===== config.mk =====
export PLATFORM = sky130hd
export DESIGN_NAME = pwm_sequencer
export DESIGN_NICKNAME = d
export VERILOG_FILES = /design/src/rtl/pwm_sequencer.sv
export SDC_FILE = /design/constraint.sdc
export NUM_CORES = 1
export LEC_CHECK = 0
export CAP_MARGIN = 0
export CORE_MARGIN = 2
export CORE_UTILIZATION = 34
export DETAILED_ROUTE_END_ITERATION = 10
export MAX_ROUTING_LAYER = met4
export SLEW_MARGIN = 25
export SYNTH_ARGS = -nofsm -noshare
export SYNTH_HDL_FRONTEND = slang
export SYNTH_SLANG_ARGS = --single-unit

===== constraint.sdc =====
create_clock -name clk -period 4.7 [get_ports clk]
set_input_delay 0.94 -clock clk [delete_from_list [all_inputs] [get_ports clk]]
set_output_delay 0.94 -clock clk [all_outputs]
set_load 0.005 [all_outputs]

===== src/rtl/pwm_sequencer.sv =====
// pwm_sequencer: steps the 16-bit PWM core through a programmable table
// of (period, active, repeat) entries, with optional looping and abort.
//
// Ports:
//   clk, reset      rising-edge clock, async active-low reset
//   wr_en/wr_addr   table write strobe and entry index
//   wr_period/wr_active/wr_repeat  entry contents
//   num_entries     profile length (0 = empty, >DEPTH clamps to DEPTH)
//   loop            wrap to entry 0 after the last entry
//   go / halt       start (IDLE only) / abort the profile
//   pwm_period/pwm_active  registered PERIOD/ACTIVE to the PWM core
//   pwm_start/pwm_stop     one-cycle pulses to the PWM core
//   busy, entry_idx, done  status
module pwm_sequencer #(
    parameter int DEPTH = 8,
    parameter int W     = 16,
    parameter int RW    = 8,
    localparam int AW   = $clog2(DEPTH)
) (
    input  logic          clk,
    input  logic          reset,
    input  logic          wr_en,
    input  logic [AW-1:0] wr_addr,
    input  logic [W-1:0]  wr_period,
    input  logic [W-1:0]  wr_active,
    input  logic [RW-1:0] wr_repeat,
    input  logic [AW:0]   num_entries,
    input  logic          loop,
    input  logic          go,
    input  logic          halt,
    output logic [W-1:0]  pwm_period,
    output logic [W-1:0]  pwm_active,
    output logic          pwm_start,
    output logic          pwm_stop,
    output logic          busy,
    output logic [AW-1:0] entry_idx,
    output logic          done
);

    localparam logic [AW:0] DEPTH_N = (AW+1)'(DEPTH);

    typedef enum logic [1:0] {
        S_IDLE,
        S_LOAD,
        S_RUN,
        S_STOP
    } state_t;

    state_t state;

    logic [W-1:0]  tbl_per [DEPTH];
    logic [W-1:0]  tbl_act [DEPTH];
    logic [RW-1:0] tbl_rep [DEPTH];

    logic [AW-1:0] idx;
    // cyc counts 0..P-1 inside a period, rep counts periods; together they
    // span P x R without needing a wide product counter.
    logic [W-1:0]  cyc;
    logic [RW-1:0] rep;
    logic [RW-1:0] run_rep;
    // Set when a halt forced the STOP cycle, so STOP returns to IDLE.
    logic          halting;

    logic [W-1:0]  ld_per;
    logic [W-1:0]  ld_act;
    logic [RW-1:0] ld_rep;
    logic [AW:0]   ne_c;
    logic [AW:0]   idx_inc;
    state_t        adv_state;
    logic [AW-1:0] adv_idx;
    logic          adv_done;
    logic          cyc_last;
    logic          rep_last;

    always_comb begin
        ld_per = tbl_per[idx];
        ld_act = (tbl_act[idx] > ld_per) ? ld_per : tbl_act[idx];
        ld_rep = (tbl_rep[idx] == '0) ? RW'(1) : tbl_rep[idx];
        ne_c = (num_entries > DEPTH_N) ? DEPTH_N : num_entries;
        idx_inc = {1'b0, idx} + (AW+1)'(1);
        adv_state = S_IDLE;
        adv_idx = idx;
        adv_done = 1'b0;
        if (idx_inc < ne_c) begin
            adv_state = S_LOAD;
            adv_idx = idx_inc[AW-1:0];
        end else if (loop) begin
            adv_state = S_LOAD;
            adv_idx = '0;
        end else begin
            adv_done = 1'b1;
        end
        cyc_last = (cyc == pwm_period - W'(1));
        rep_last = (rep == run_rep - RW'(1));
    end

    always_ff @(posedge clk or negedge reset) begin
        if (!reset) begin
            for (int i = 0; i < DEPTH; i++) begin
                tbl_per[i] <= '0;
                tbl_act[i] <= '0;
                tbl_rep[i] <= '0;
            end
        end else if (wr_en) begin
            tbl_per[wr_addr] <= wr_period;
            tbl_act[wr_addr] <= wr_active;
            tbl_rep[wr_addr] <= wr_repeat;
        end
    end

    always_ff @(posedge clk or negedge reset) begin
        if (!reset) begin
            state      <= S_IDLE;
            idx        <= '0;
            cyc        <= '0;
            rep        <= '0;
            run_rep    <= '0;
            halting    <= 1'b0;
            pwm_period <= '0;
            pwm_active <= '0;
            pwm_start  <= 1'b0;
            pwm_stop   <= 1'b0;
            busy       <= 1'b0;
            entry_idx  <= '0;
            done       <= 1'b0;
        end else begin
            pwm_start <= 1'b0;
            pwm_stop  <= 1'b0;
            done      <= 1'b0;
            unique case (state)
                S_IDLE: begin
                    if (go && !halt && num_entries != '0) begin
                        state   <= S_LOAD;
                        idx     <= '0;
                        busy    <= 1'b1;
                        halting <= 1'b0;
                    end
                end
                S_LOAD: begin
                    if (halt) begin
                        state <= S_IDLE;
                        busy  <= 1'b0;
                    end else begin
                        pwm_period <= ld_per;
                        pwm_active <= ld_act;
                        entry_idx  <= idx;
                        cyc        <= '0;
                        rep        <= '0;
                        run_rep    <= ld_rep;
                        // A zero-period entry is skipped without touching
                        // the PWM core.
                        if (ld_per == '0) begin
                            state <= adv_state;
                            idx   <= adv_idx;
                            busy  <= (adv_state != S_IDLE);
                            done  <= adv_done;
                        end else begin
                            state     <= S_RUN;
                            pwm_start <= 1'b1;
                        end
                    end
                end
                S_RUN: begin
                    if (halt) begin
                        state    <= S_STOP;
                        pwm_stop <= 1'b1;
                        halting  <= 1'b1;
                    end else if (cyc_last) begin
                        cyc <= '0;
                        if (rep_last) begin
                            state    <= S_STOP;
                            pwm_stop <= 1'b1;
                        end else begin
                            rep <= rep + RW'(1);
                        end
                    end else begin
                        cyc <= cyc + W'(1);
                    end
                end
                S_STOP: begin
                    if (halt || halting) begin
                        state   <= S_IDLE;
                        busy    <= 1'b0;
                        halting <= 1'b0;
                    end else begin
                        state <= adv_state;
                        idx   <= adv_idx;
                        busy  <= (adv_state != S_IDLE);
                        done  <= adv_done;
                    end
                end
                default: state <= S_IDLE;
            endcase
        end
    end

endmodule


Word-level counts from Yosys, hierarchy flattened
Cells that the tools add are included.
W data, S select, Z words.

operators by class
  add/subtract/negate cells = 5
  $lt $le $gt $ge = 6
  eq/ne operators = 17
  mux-type cells = 67
  bitwise gates (word level) = 3
  reductions and logical operators = 20

operators by type and width
  cell                     number
  $bwmux W128              2
  $mux W16                 9
  $bmux W16 S3             2
  $bwmux W64               1
  $mux W8                  8
  $demux W16 S3            1
  $pmux W16 S2             1
  $bmux W8 S3              1
  $demux W8 S3             1
  $mux W1                  20
  $mux W3                  6
  $ne A2 B2 Y1 const B     9
  $add A16 B1 Y16 const B  1
  $eq A16 B16 Y1           1
  $gt A16 B16 Y1           1
  $logic_not A16 Y1        1
  $mux W2                  8
  $pmux W8 S2              1
  $sub A16 B1 Y16 const B  1
  $reduce_and A5 Y1        2
  $ne A3 B3 Y1 const B     3
  $pmux W3 S3              1
  $reduce_and A3 Y1        3
  $add A8 B1 Y8 const B    1
  25 further kinds         33

word-level totals
  flip-flop bits (word level) = 397
  bits of input ports = 53
  output and inout port bits = 39
  logic and storage cells = 155

Logic depth before layout (Yosys ltp)
  depth in word-level cells = 8
  gate-level depth with buffers = 17
  gate-level depth less buffers = 12

Worst setup path before layout
OpenSTA, ideal clock, no wires.

  path kind = register to register
  start point = register idx[0]
  end point = register pwm_active[11]
  setup time = 121 ps
  data arrival time = 4428 ps
  required time = 4579 ps
  setup slack = 151 ps
  cell stages (with the launch flop) = 17
  buffers on the path = 5
  period minus slack after synthesis = 4549 ps
  cell sequence = dfrtp_1 > buf_2 > buf_6 > buf_2 > buf_1 > mux4_2 > mux2_2 > ha_1 > nand4_1 > or2_2 > or4_1 > and3_1 > o41ai_1 > nand2_1 > clkbuf_1 > or2_2 > a22o_1

on the way
  longest elaborated chain between the ends = 6
  elaborated cells on any way between the ends = 9
  those cells by class = order compare: 1; mux: 7; bitwise: 1

RTL lines
  item                                      RTL line  source
  start, declared                           55        logic [AW-1:0] idx;
  start signal, assigned                    154       idx <= adv_idx;
  start signal, assigned                    187       idx <= adv_idx;
  $not A3 Y4 (implied by the code) *        76, 77
  $bmux W16 S3 (on tied branches)           77, 76
  $mux W16 (on tied branches) (2 in a row)  77, 76
  $gt A16 B16 Y1                            77        ld_act = (tbl_act[idx] > ld_per) ? ld_per : tbl_act[idx];
  $mux W16 *                                77
  end signal, assigned                      145       pwm_active <= ld_act;
  end, declared                             32        output logic [W-1:0] pwm_active,

Every way passes the cells marked *; elsewhere a longest branch is shown, timed or not. The select of a mux whose other input is x is not followed.
A chain may end at the register's enable or synchronous reset.

Worst setup path in the final report
  start point = register idx[0]
  end point = register pwm_active[13]

Same word-level chain as after synthesis.

==> results.sh <==
export IMPL_p_leak_nw=9.20
export IMPL_async_reset_ff_share_pct=100
export IMPL_numCtsBuffers=44
export IMPL_ys_seq_area_share_pct=52.3
export IMPL_finalWeightedCongestion=0.834
export IMPL_drv_cap=0
export IMPL_synthTopCellsByArea="dfrtp_1 (52%), mux2_2 (20%), mux4_2 (9.5%), ha_1 (1.6%), mux2i_1 (1.3%)"
export IMPL_finalNetCount=1553
export IMPL_critPathKind="register to register"
export IMPL_grt_ovfl_total=0
export IMPL_status="finished clean"
export IMPL_ys_seq_elements=397
export IMPL_netlist_cell_type_count=60
export IMPL_combPwrFrac_pct=34.2
export IMPL_met3RoutedLength_um=2050
export IMPL_syn_avg_cell_area_sq_um=13.8
export IMPL_synth_edf_count=0
export IMPL_rsz0062_at_grt="no"
export IMPL_crit_arrival_ns=4.67
export IMPL_min_period_ns=4.22
export IMPL_cts_sinks=397
export IMPL_fin_crit_sh_pct=89.8
export IMPL_synth_fa_ha_area_share_pct=1.58
export IMPL_area_growth_pct=18.7
export IMPL_dp_cells=2176
export IMPL_htreeDepth=2
export IMPL_grt_pass1_vias=12500
export IMPL_clk_pin_slew_ns=0.06
export IMPL_clock_path_buffers=3
export IMPL_drtIter0Drc=853
export IMPL_netlist_area_sq_mm=0.0190
export IMPL_synthMuxAreaShare_pct=31.0
export IMPL_p_total_mw=13.0
export IMPL_internal_power_mw=8.83
export IMPL_yosysTopAreaCell="dfrtp_1"
export IMPL_net_switching_power_mw=4.19
export IMPL_drive_gt1_share_pct=38.3
export IMPL_stdcell_count=2263
export IMPL_fp_dieW_um=240
export IMPL_vias=11900
export IMPL_synth_commonest_cells="dfrtp_1 (397), mux2_2 (341), mux4_2 (80)"
export IMPL_p_sw_share_pct=32.2
export IMPL_wl_per_cell_um=21.0
export IMPL_finalHoldViolCount=0
export IMPL_grt_pass1_wl_um=74800
export IMPL_synth_flop_cell="dfrtp_1"
export IMPL_cp_max_fo=26
export IMPL_worst_slew_pin_slew_ns=0.975
export IMPL_rows=86
export IMPL_slew_headroom_pct=35.0
export IMPL_holdCritPathClass="primary input to asynchronous set/reset pin"
export IMPL_start_util_pct=34.4
export IMPL_wl_met2_um=21900
export IMPL_gr_usage_all_layers_pct=17.3
export IMPL_synth_top_family_by_area="multiplexers"
export IMPL_ys_warn_count=0
export IMPL_timing_final_ws_setup_ns=0.481
export IMPL_wl_um=47500
export IMPL_fmax_mhz=237
export IMPL_dp_final_hpwl_um=30300
export IMPL_ctsHoldBuffers=0
export IMPL_peakVddDrop_v=0.000257
export IMPL_drt_met1_wl_um=22600
export IMPL_drtAntennaViolNets=0
export IMPL_yosysMostFrequentCell="dfrtp_1"
export IMPL_start_kind="register"
export IMPL_syn_instance_count=1373
export IMPL_grt_max_degree=115
export IMPL_finalSetupViolCount=0
export IMPL_root_buffer="clkbuf_16"
export IMPL_io_buffers=91
export IMPL_drv_slew=0
export IMPL_chipHeight_um=240
export IMPL_pwr_density_cell_mw_per_mm2=577
export IMPL_dp_slack_ns=0.241
export IMPL_postSynthNetCount=1450
export IMPL_seqPwrFrac_pct=38.0
export IMPL_yosys_area_top_type_share_pct=52.3
export IMPL_end_kind="register"
export IMPL_top_layer="met4"
export IMPL_skew_ns=0.0170
export IMPL_die_area_sq_mm=0.0578
export IMPL_drt_pass1_iter_count=4
export IMPL_synthSimpleGateAreaFrac_pct=6.51
export IMPL_cts_tree="built"
export IMPL_antenna_found_initial=5
export IMPL_drc=0
export IMPL_whs_ns=0.243
export IMPL_io_pins=92
export IMPL_worstPathRequired_ns=5.15
export IMPL_pwr_share_clk_pct=27.8
export IMPL_clk_latency_ns=0.57
export IMPL_viasPerCell=5.26
export IMPL_synth_compound_area_share_pct=4.75
export IMPL_tns_ns=0
export IMPL_synthXorXnorAreaFrac_pct=1.75
export IMPL_core_area_sq_mm=0.0552
final timing paths:
path,startpoint,end,slack (ns),depth (start not counted)
min,reset,tbl_per[31],0.24,1
min in group clk,entry_idx[0],entry_idx[0],0.48,2
max,idx[0],pwm_active[13],0.48,13
max in group asynchronous,reset,pwm_period[12],3.31,3
max reg2reg,idx[0],pwm_active[13],0.48,13
min reg2reg,entry_idx[0],entry_idx[0],0.48,2
placed cells by master (no fill, tap or decap), types with 13 or more instances in the layout:
cell type and count:
xor2_1 18, nand4_1 21, mux4_2 80, mux2i_1 25
nand3_1 14, mux2_2 341, clkdlybuf4s50_1 90, or2_2 17
buf_4 44, dfrtp_1 394, nor2_1 34, o21ai_0 45
a22o_1 16, nor3_1 13, xnor2_1 20, ha_1 24
a21oi_1 38, nand2_1 63, clkbuf_16 46
metal layers:
layer	up-vias	global-route usage (%)
met5	-	-
met2	212	26.4
met1	6273	23.9
met4	0	4.57
met3	60	3.13
li1	5364	-
what timing repair did:
item | CTS | global route
setup buffers | 0 | 1
gates resized for setup | 0 | 0
setup endpoints to repair | 0 | 7
hold endpoints to repair | 0 | 0
cell type report:
type	instances	area, sq um
antenna	5	12.5
inverter	12	45.0
timing repair buffer	142	1390
fill	5065	32600
clock inverter	16	198
clock buffer	64	1340
multi-input combinational	879	8690
sequential	397	9940
tap	748	936
kinds of logic (layout without fill, tap and decap cells):
kind of cell    after synthesis  count (layout)
mux                         446             446
compound gates              141             141
fa+ha+maj                    24              24
other cells                   0               5
flops                       397             397
simple gates                230             230
buf+inv                      97             234
xor+xnor                     38              38
per-stage QoR:
stage	util, %	cell area [sq um]
final	40.9	22600
after global routing	40.9	22600
after CTS	40.7	22500
after detailed placement	38.0	21000
after global placement	38.0	21000
after floorplan	-	19000
registers in the layout (all words and copies together), names as in the netlist, named ones only:
register,count
busy,1
cyc,16
done,1
entry_idx,3
halting,1
idx,3
pwm_active,16
pwm_period,16
pwm_start,1
pwm_stop,1
rep,8
run_rep,8
state,1
tbl_act,128
tbl_per,128
tbl_rep,64
critical path, stage by stage (launching register included):
cell,delay [ns]
dfrtp_4,0.66
buf_12,0.25
mux4_2,0.51
mux2_2,0.31
ha_1,0.29
nand2_1,0.05
or2_2,0.31
or4_1,0.53
and3_1,0.20
o41ai_1,0.05
nand2_1,0.18
buf_4,0.26
or2_2,0.30
a22o_1,0.19
power groups by stage:
| stage | clock, mW | combinational, mW | sequential, mW |
|---|---|---|---|
| floorplan | 0 | 3.16 | 4.65 |
| detailed placement | 0 | 4.42 | 5.02 |
| global route | 3.84 | 4.88 | 5.06 |
| global placement | 0 | 4.34 | 4.99 |
| CTS | 3.69 | 4.44 | 4.97 |
| finish | 3.61 | 4.45 | 4.95 |
No activity file was read; power rests on OpenSTA's default activity.
